$ cat config.mk
export PLATFORM = sky130hd
export DESIGN_NAME = rr_lock_arbiter
export DESIGN_NICKNAME = d
export VERILOG_FILES = /design/src/rtl/rr_arb_pkg.sv /design/src/rtl/rr_priority_pick.sv /design/src/rtl/rr_lock_arbiter.sv
export SDC_FILE = /design/constraint.sdc
export NUM_CORES = 1
export LEC_CHECK = 0
export CORE_MARGIN = 1.5
export CORE_UTILIZATION = 38
export DETAILED_ROUTE_END_ITERATION = 8
export HOLD_SLACK_MARGIN = 0.12
export PLACE_DENSITY = 0.81
export SKIP_CTS_REPAIR_TIMING = 1
export SYNTH_ARGS = -nofsm -noshare
export SYNTH_HDL_FRONTEND = slang
export SYNTH_SLANG_ARGS = --single-unit
$ cat constraint.sdc
create_clock -name clock -period 1.9 [get_ports clock]
set_input_delay 0.285 -clock clock [delete_from_list [all_inputs] [get_ports clock]]
set_output_delay 0.285 -clock clock [all_outputs]
set_load 0.05 [all_outputs]
$ cat src/rtl/rr_arb_pkg.sv
// Shared constants and helpers for the round-robin / packet-lock arbiter.
package rr_arb_pkg;

    localparam int unsigned POLICY_FIXED = 0;
    localparam int unsigned POLICY_RR    = 1;

    // Index width for v items; never narrower than one bit.
    function automatic int unsigned clog2_min1(input int unsigned v);
        int unsigned r;
        r = 0;
        for (int unsigned i = 0; i < 32; i++) begin
            if ((32'd1 << i) < v) r = i + 1;
        end
        return (r == 0) ? 32'd1 : r;
    endfunction

endpackage

$ cat src/rtl/rr_priority_pick.sv
// Rotated priority encoder: first set request at or after start, wrapping at N-1.
module rr_priority_pick #(
    parameter int unsigned N = 2,
    parameter int unsigned W = 1
) (
    input  logic [N-1:0] req,
    input  logic [W-1:0] start,
    output logic [N-1:0] grant_c,
    output logic [W-1:0] index_c
);

    logic [2*N-1:0] dbl_c;
    logic           found_c;

    always_comb begin
        int unsigned pos;
        dbl_c   = {req, req} >> start;
        found_c = 1'b0;
        pos     = 0;
        grant_c = '0;
        for (int unsigned k = 0; k < N; k++) begin
            if (!found_c && dbl_c[k]) begin
                found_c = 1'b1;
                pos     = 32'(start) + k;
                if (pos >= N) pos = pos - N;
            end
        end
        index_c = W'(pos);
        for (int unsigned i = 0; i < N; i++) begin
            grant_c[i] = found_c && (W'(i) == index_c);
        end
    end

endmodule

$ cat src/rtl/rr_lock_arbiter.sv
// N-channel ready/valid arbiter with fixed or round-robin policy, packet lock
// until `last`, and a registered output stage with backpressure.
module rr_lock_arbiter
    import rr_arb_pkg::*;
#(
    parameter int unsigned N      = 2,
    parameter int unsigned DATA_W = 32,
    parameter int unsigned SRC_W  = 1,
    parameter int unsigned POLICY = POLICY_RR,
    localparam int unsigned CH_W  = clog2_min1(N)
) (
    input  logic                clock,
    input  logic                reset,
    input  logic [N-1:0]        io_in_valid,
    output logic [N-1:0]        io_in_ready,
    input  logic [N*SRC_W-1:0]  io_in_bits_source,
    input  logic [N*DATA_W-1:0] io_in_bits_data,
    input  logic [N-1:0]        io_in_bits_last,
    output logic                io_out_valid,
    input  logic                io_out_ready,
    output logic [SRC_W-1:0]    io_out_bits_source,
    output logic [DATA_W-1:0]   io_out_bits_data,
    output logic                io_out_bits_last,
    output logic [CH_W-1:0]     io_out_chosen
);

    logic [CH_W-1:0]   rr_ptr;
    logic [CH_W-1:0]   lock_ch;
    logic              locked;
    logic [CH_W-1:0]   start_c;
    logic [N-1:0]      pick_grant_c;
    logic [CH_W-1:0]   pick_idx_c;
    logic [N-1:0]      grant_c;
    logic [CH_W-1:0]   sel_c;
    logic              load_c;
    logic              fire_c;
    logic [SRC_W-1:0]  sel_source_c;
    logic [DATA_W-1:0] sel_data_c;
    logic              sel_last_c;
    logic [CH_W-1:0]   next_ptr_c;

    // Fixed priority is a rotated search that always starts at channel 0.
    assign start_c = (POLICY == POLICY_RR) ? rr_ptr : '0;

    rr_priority_pick #(
        .N (N),
        .W (CH_W)
    ) u_pick (
        .req     (io_in_valid),
        .start   (start_c),
        .grant_c (pick_grant_c),
        .index_c (pick_idx_c)
    );

    // A held lock pins the grant to its channel even while that channel is idle.
    always_comb begin
        grant_c = '0;
        sel_c   = '0;
        if (N == 1) begin
            grant_c = '1;
        end else if (locked) begin
            sel_c = lock_ch;
            for (int unsigned i = 0; i < N; i++) begin
                grant_c[i] = (CH_W'(i) == lock_ch);
            end
        end else begin
            grant_c = pick_grant_c;
            sel_c   = pick_idx_c;
        end
    end

    assign load_c      = !io_out_valid || io_out_ready;
    assign io_in_ready = (reset && load_c) ? grant_c : '0;
    assign fire_c      = |(io_in_valid & io_in_ready);
    assign next_ptr_c  = (sel_c == CH_W'(N - 1)) ? '0 : sel_c + CH_W'(1);

    always_comb begin
        sel_source_c = '0;
        sel_data_c   = '0;
        sel_last_c   = 1'b0;
        for (int unsigned i = 0; i < N; i++) begin
            if (CH_W'(i) == sel_c) begin
                sel_source_c = io_in_bits_source[i*SRC_W +: SRC_W];
                sel_data_c   = io_in_bits_data[i*DATA_W +: DATA_W];
                sel_last_c   = io_in_bits_last[i];
            end
        end
    end

    // Output stage, packet lock and round-robin pointer.
    always_ff @(posedge clock or negedge reset) begin
        if (!reset) begin
            io_out_valid       <= 1'b0;
            io_out_bits_source <= '0;
            io_out_bits_data   <= '0;
            io_out_bits_last   <= 1'b0;
            io_out_chosen      <= '0;
            locked             <= 1'b0;
            lock_ch            <= '0;
            rr_ptr             <= '0;
        end else begin
            if (load_c) begin
                io_out_valid <= fire_c;
                if (fire_c) begin
                    io_out_bits_source <= sel_source_c;
                    io_out_bits_data   <= sel_data_c;
                    io_out_bits_last   <= sel_last_c;
                    io_out_chosen      <= sel_c;
                end
            end
            if (fire_c) begin
                locked  <= !sel_last_c;
                lock_ch <= sel_c;
                if (POLICY == POLICY_RR && sel_last_c) rr_ptr <= next_ptr_c;
            end
        end
    end

endmodule

==> metrics.cfg <==
[worst_setup_path]
crit_path_cell_trace = nand2b_1 -> o21ai_4 -> nor2b_2 -> buf_12
crit_family = simple AND/OR/NAND/NOR gates
cp-end-kind = output pin
critPathMaxFanout = 6
criticalPathCategory = register to output pin
critical_path_required_ns = 1.62
crit_path_max_incr_delay_ns = 0.43
worstPathArrival_ns = 1.55
critPathBufInv = 1
worst_path_max_delay_cell = dfrtp_1
setup.worst_path.start_class = register

[grt]
grt_first_pass_wirelength_um = 6870
antenna_found_initial = 0
grt_overflow = 0
grt_usage_pct = 16.7
grt_max_degree = 69
grt_pass1_vias = 1511

[clock_tree]
cts.sinks = 39
insertion_delay_ns = 0.28
h-tree-depth = 2
cts_tree = done
cts_root_buffer = clkbuf_8
cts_buffers = 5
path_clk_slew_ns = 0.07
clock_path_buffers = 2

[job]
drv_cap = 0

[timing]
finalHoldViolations = 0
rsz0062_at_grt = false
post-route-period-util_pct = 96.4
maxSlewViolCount = 0
max_slew_margin_pct = 65.1
tightest_slew_ns = 0.521
tns_ns = 0
fin_worst_skew_ns = 0.00897
setup_viol = 0
max_freq_ghz = 0.546
layout_min_cycle_time_ns = 1.83

[floorplanning]
start_util_pct = 39.7
core.rowCount = 25
core_region_area_sq_um = 4750
die_h_um = 73.4
io_pins = 111
die_area_sq_um = 5390
die_w_um = 73.4

[pwr]
power_w = 0.00479
ir_worst_vdd_mv = 0.665
power_leakage_nw = 1.34
p_per_area_nw_per_um2 = 1510

[synth]
yosysTopAreaCellShare_pct = 51.8
seq_area_frac_synth_pct = 51.8
yosys.area_share.simple_pct = 10.9
ys_ff_latch = 39
synth_top_family_by_area = multiplexers
syn_inst = 179
syn_area_per_cell_sq_um = 10.5
synthMuxAreaShare_pct = 18.6
syn-num-nets = 252
yosysTopAreaCell = dfrtp_1
synth_fa_ha_area_share_pct = 0
synth_area_sq_um = 1890
synth_compound_area_share_pct = 12.8
synthDistinctLibCells = 20
synth_area_leaders = dfrtp_1 (52%), mux2i_1 (18%), o21ai_1 (9.6%), nand2_1 (7.4%), buf_6 (3.6%)
ys_warn_count = 0
synth-xor-area-share_pct = 0

[layout]
multi_input_area_sq_um = 817
fillers = 398
area_growth_syn_to_layout_pct = 68.1
final_nets = 366
ff_latch_area_sq_um = 976
postLayoutCoreUtil_pct = 66.7
insertedDiodeCount = 0
finalNonFillerCells = 360
drive_gt1_share_pct = 7.17

[routing]
wl_per_cell_um = 12.0
met2_length_um = 2120
wl_met3_um = 409
met1_length_um = 1750
ant_nets = 0
wirelength_um = 4330
drcViolationCount = 0
viasPerCell = 4.49
drt_iter0_markers = 50
top_layer = met4
drt-pass1-iter-count = 4
num_vias = 1618

[run_status]
status = finished, final reports clean

[placed_design]
hpwl_um = 3360
post-place-cells = 352
gp_congestion = 0.744
placement.io_buffers = 110

[hold_path]
hp-class = input pin to async pin

## synth_stat cells (all sizes together)
cell     number
a21boi        1
a21oi         2
a31oi         1
buf          11
dfrtp        39
inv           3
mux2          1
mux2i        34
nand2        37
nand2b        2
nand3         1
nor2          3
nor2b         3
nor3          2
o2111ai       1
o21ai        36
o2bb2a        1
or3b          1
## cell usage in the layout, fill, tap and decap left out, types with 2 or more instances in the layout
| cell | count |
|---|---|
| nand2b_1 | 2 |
| a21oi_1 | 2 |
| nor2b_1 | 2 |
| nand2_1 | 37 |
| clkdlybuf4s50_1 | 107 |
| mux2i_1 | 34 |
| buf_4 | 7 |
| clkbuf_8 | 5 |
| o21ai_1 | 35 |
| dfrtp_1 | 39 |
| inv_1 | 3 |
| buf_12 | 2 |
| nor2_1 | 3 |
## final cells by class
| cell class | instances | share of cell area, % |
|---|---|---|
| Sequential cell | 39 | 30.8 |
| Tap cell | 67 | 2.65 |
| Inverter | 3 | 0.355 |
| Multi-Input combinational cell | 126 | 25.8 |
| Clock inverter | 1 | 0.947 |
| Timing Repair Buffer | 118 | 37.2 |
| Clock buffer | 6 | 2.29 |
## cell families (layout without fill, tap and decap cells)
kind of cell           Yosys count  after routing
multiplexers                    35             35
AND/OR/NAND/NOR                 49             49
flip-flops                      39             39
AO/OA/AOI/OAI                   42             42
buffers and inverters           14            128
## registers in the layout, summed over array words and instances (netlist names)
name	cells
rr_ptr	1
io_out_valid	1
lock_ch	1
io_out_bits_data	32
io_out_bits_source	1
io_out_chosen	1
io_out_bits_last	1
locked	1
## per-layer routing
layer | vias up | global-route usage, %
li1 | 835 | -
met1 | 717 | 19.0
met2 | 62 | 28.4
met3 | 4 | 6.31
met4 | 0 | 5.76
met5 | - | 0
## power by group
group	switching (W)	total [W]	internal, W
Clock	0.000266	0.000651	0.000385
Combinational	0.00176	0.00278	0.00103
Sequential	0.000187	0.00136	0.00117
Total	0.00221	0.00479	0.00258
## final timing paths
kind | endpoint | slack [ns] | cells past startpoint | from
max | io_in_ready[1] | 0.07 | 4 | locked
min | rr_ptr | 0.37 | 2 | reset
max reg2reg | io_out_bits_data[15] | 0.26 | 5 | locked
min reg2reg | io_out_bits_data[5] | 0.48 | 2 | io_out_bits_data[5]
max in group asynchronous | io_out_bits_data[18] | 0.82 | 3 | reset
min in group clock | io_out_bits_data[5] | 0.48 | 2 | io_out_bits_data[5]
## metrics by stage
stage | setup WS [ns] | area, sq um | hold WS [ns]
after floorplan | 0.0696 | 1890 | -0.0106
after global placement | 0.0171 | 3060 | 0.137
after detailed placement | -0.0177 | 3060 | 0.141
after CTS | 0.0488 | 3160 | -0.171
after global routing | 0.000448 | 3170 | 0.377
final | 0.0689 | 3170 | 0.374
(Power assumes the default switching activity.)
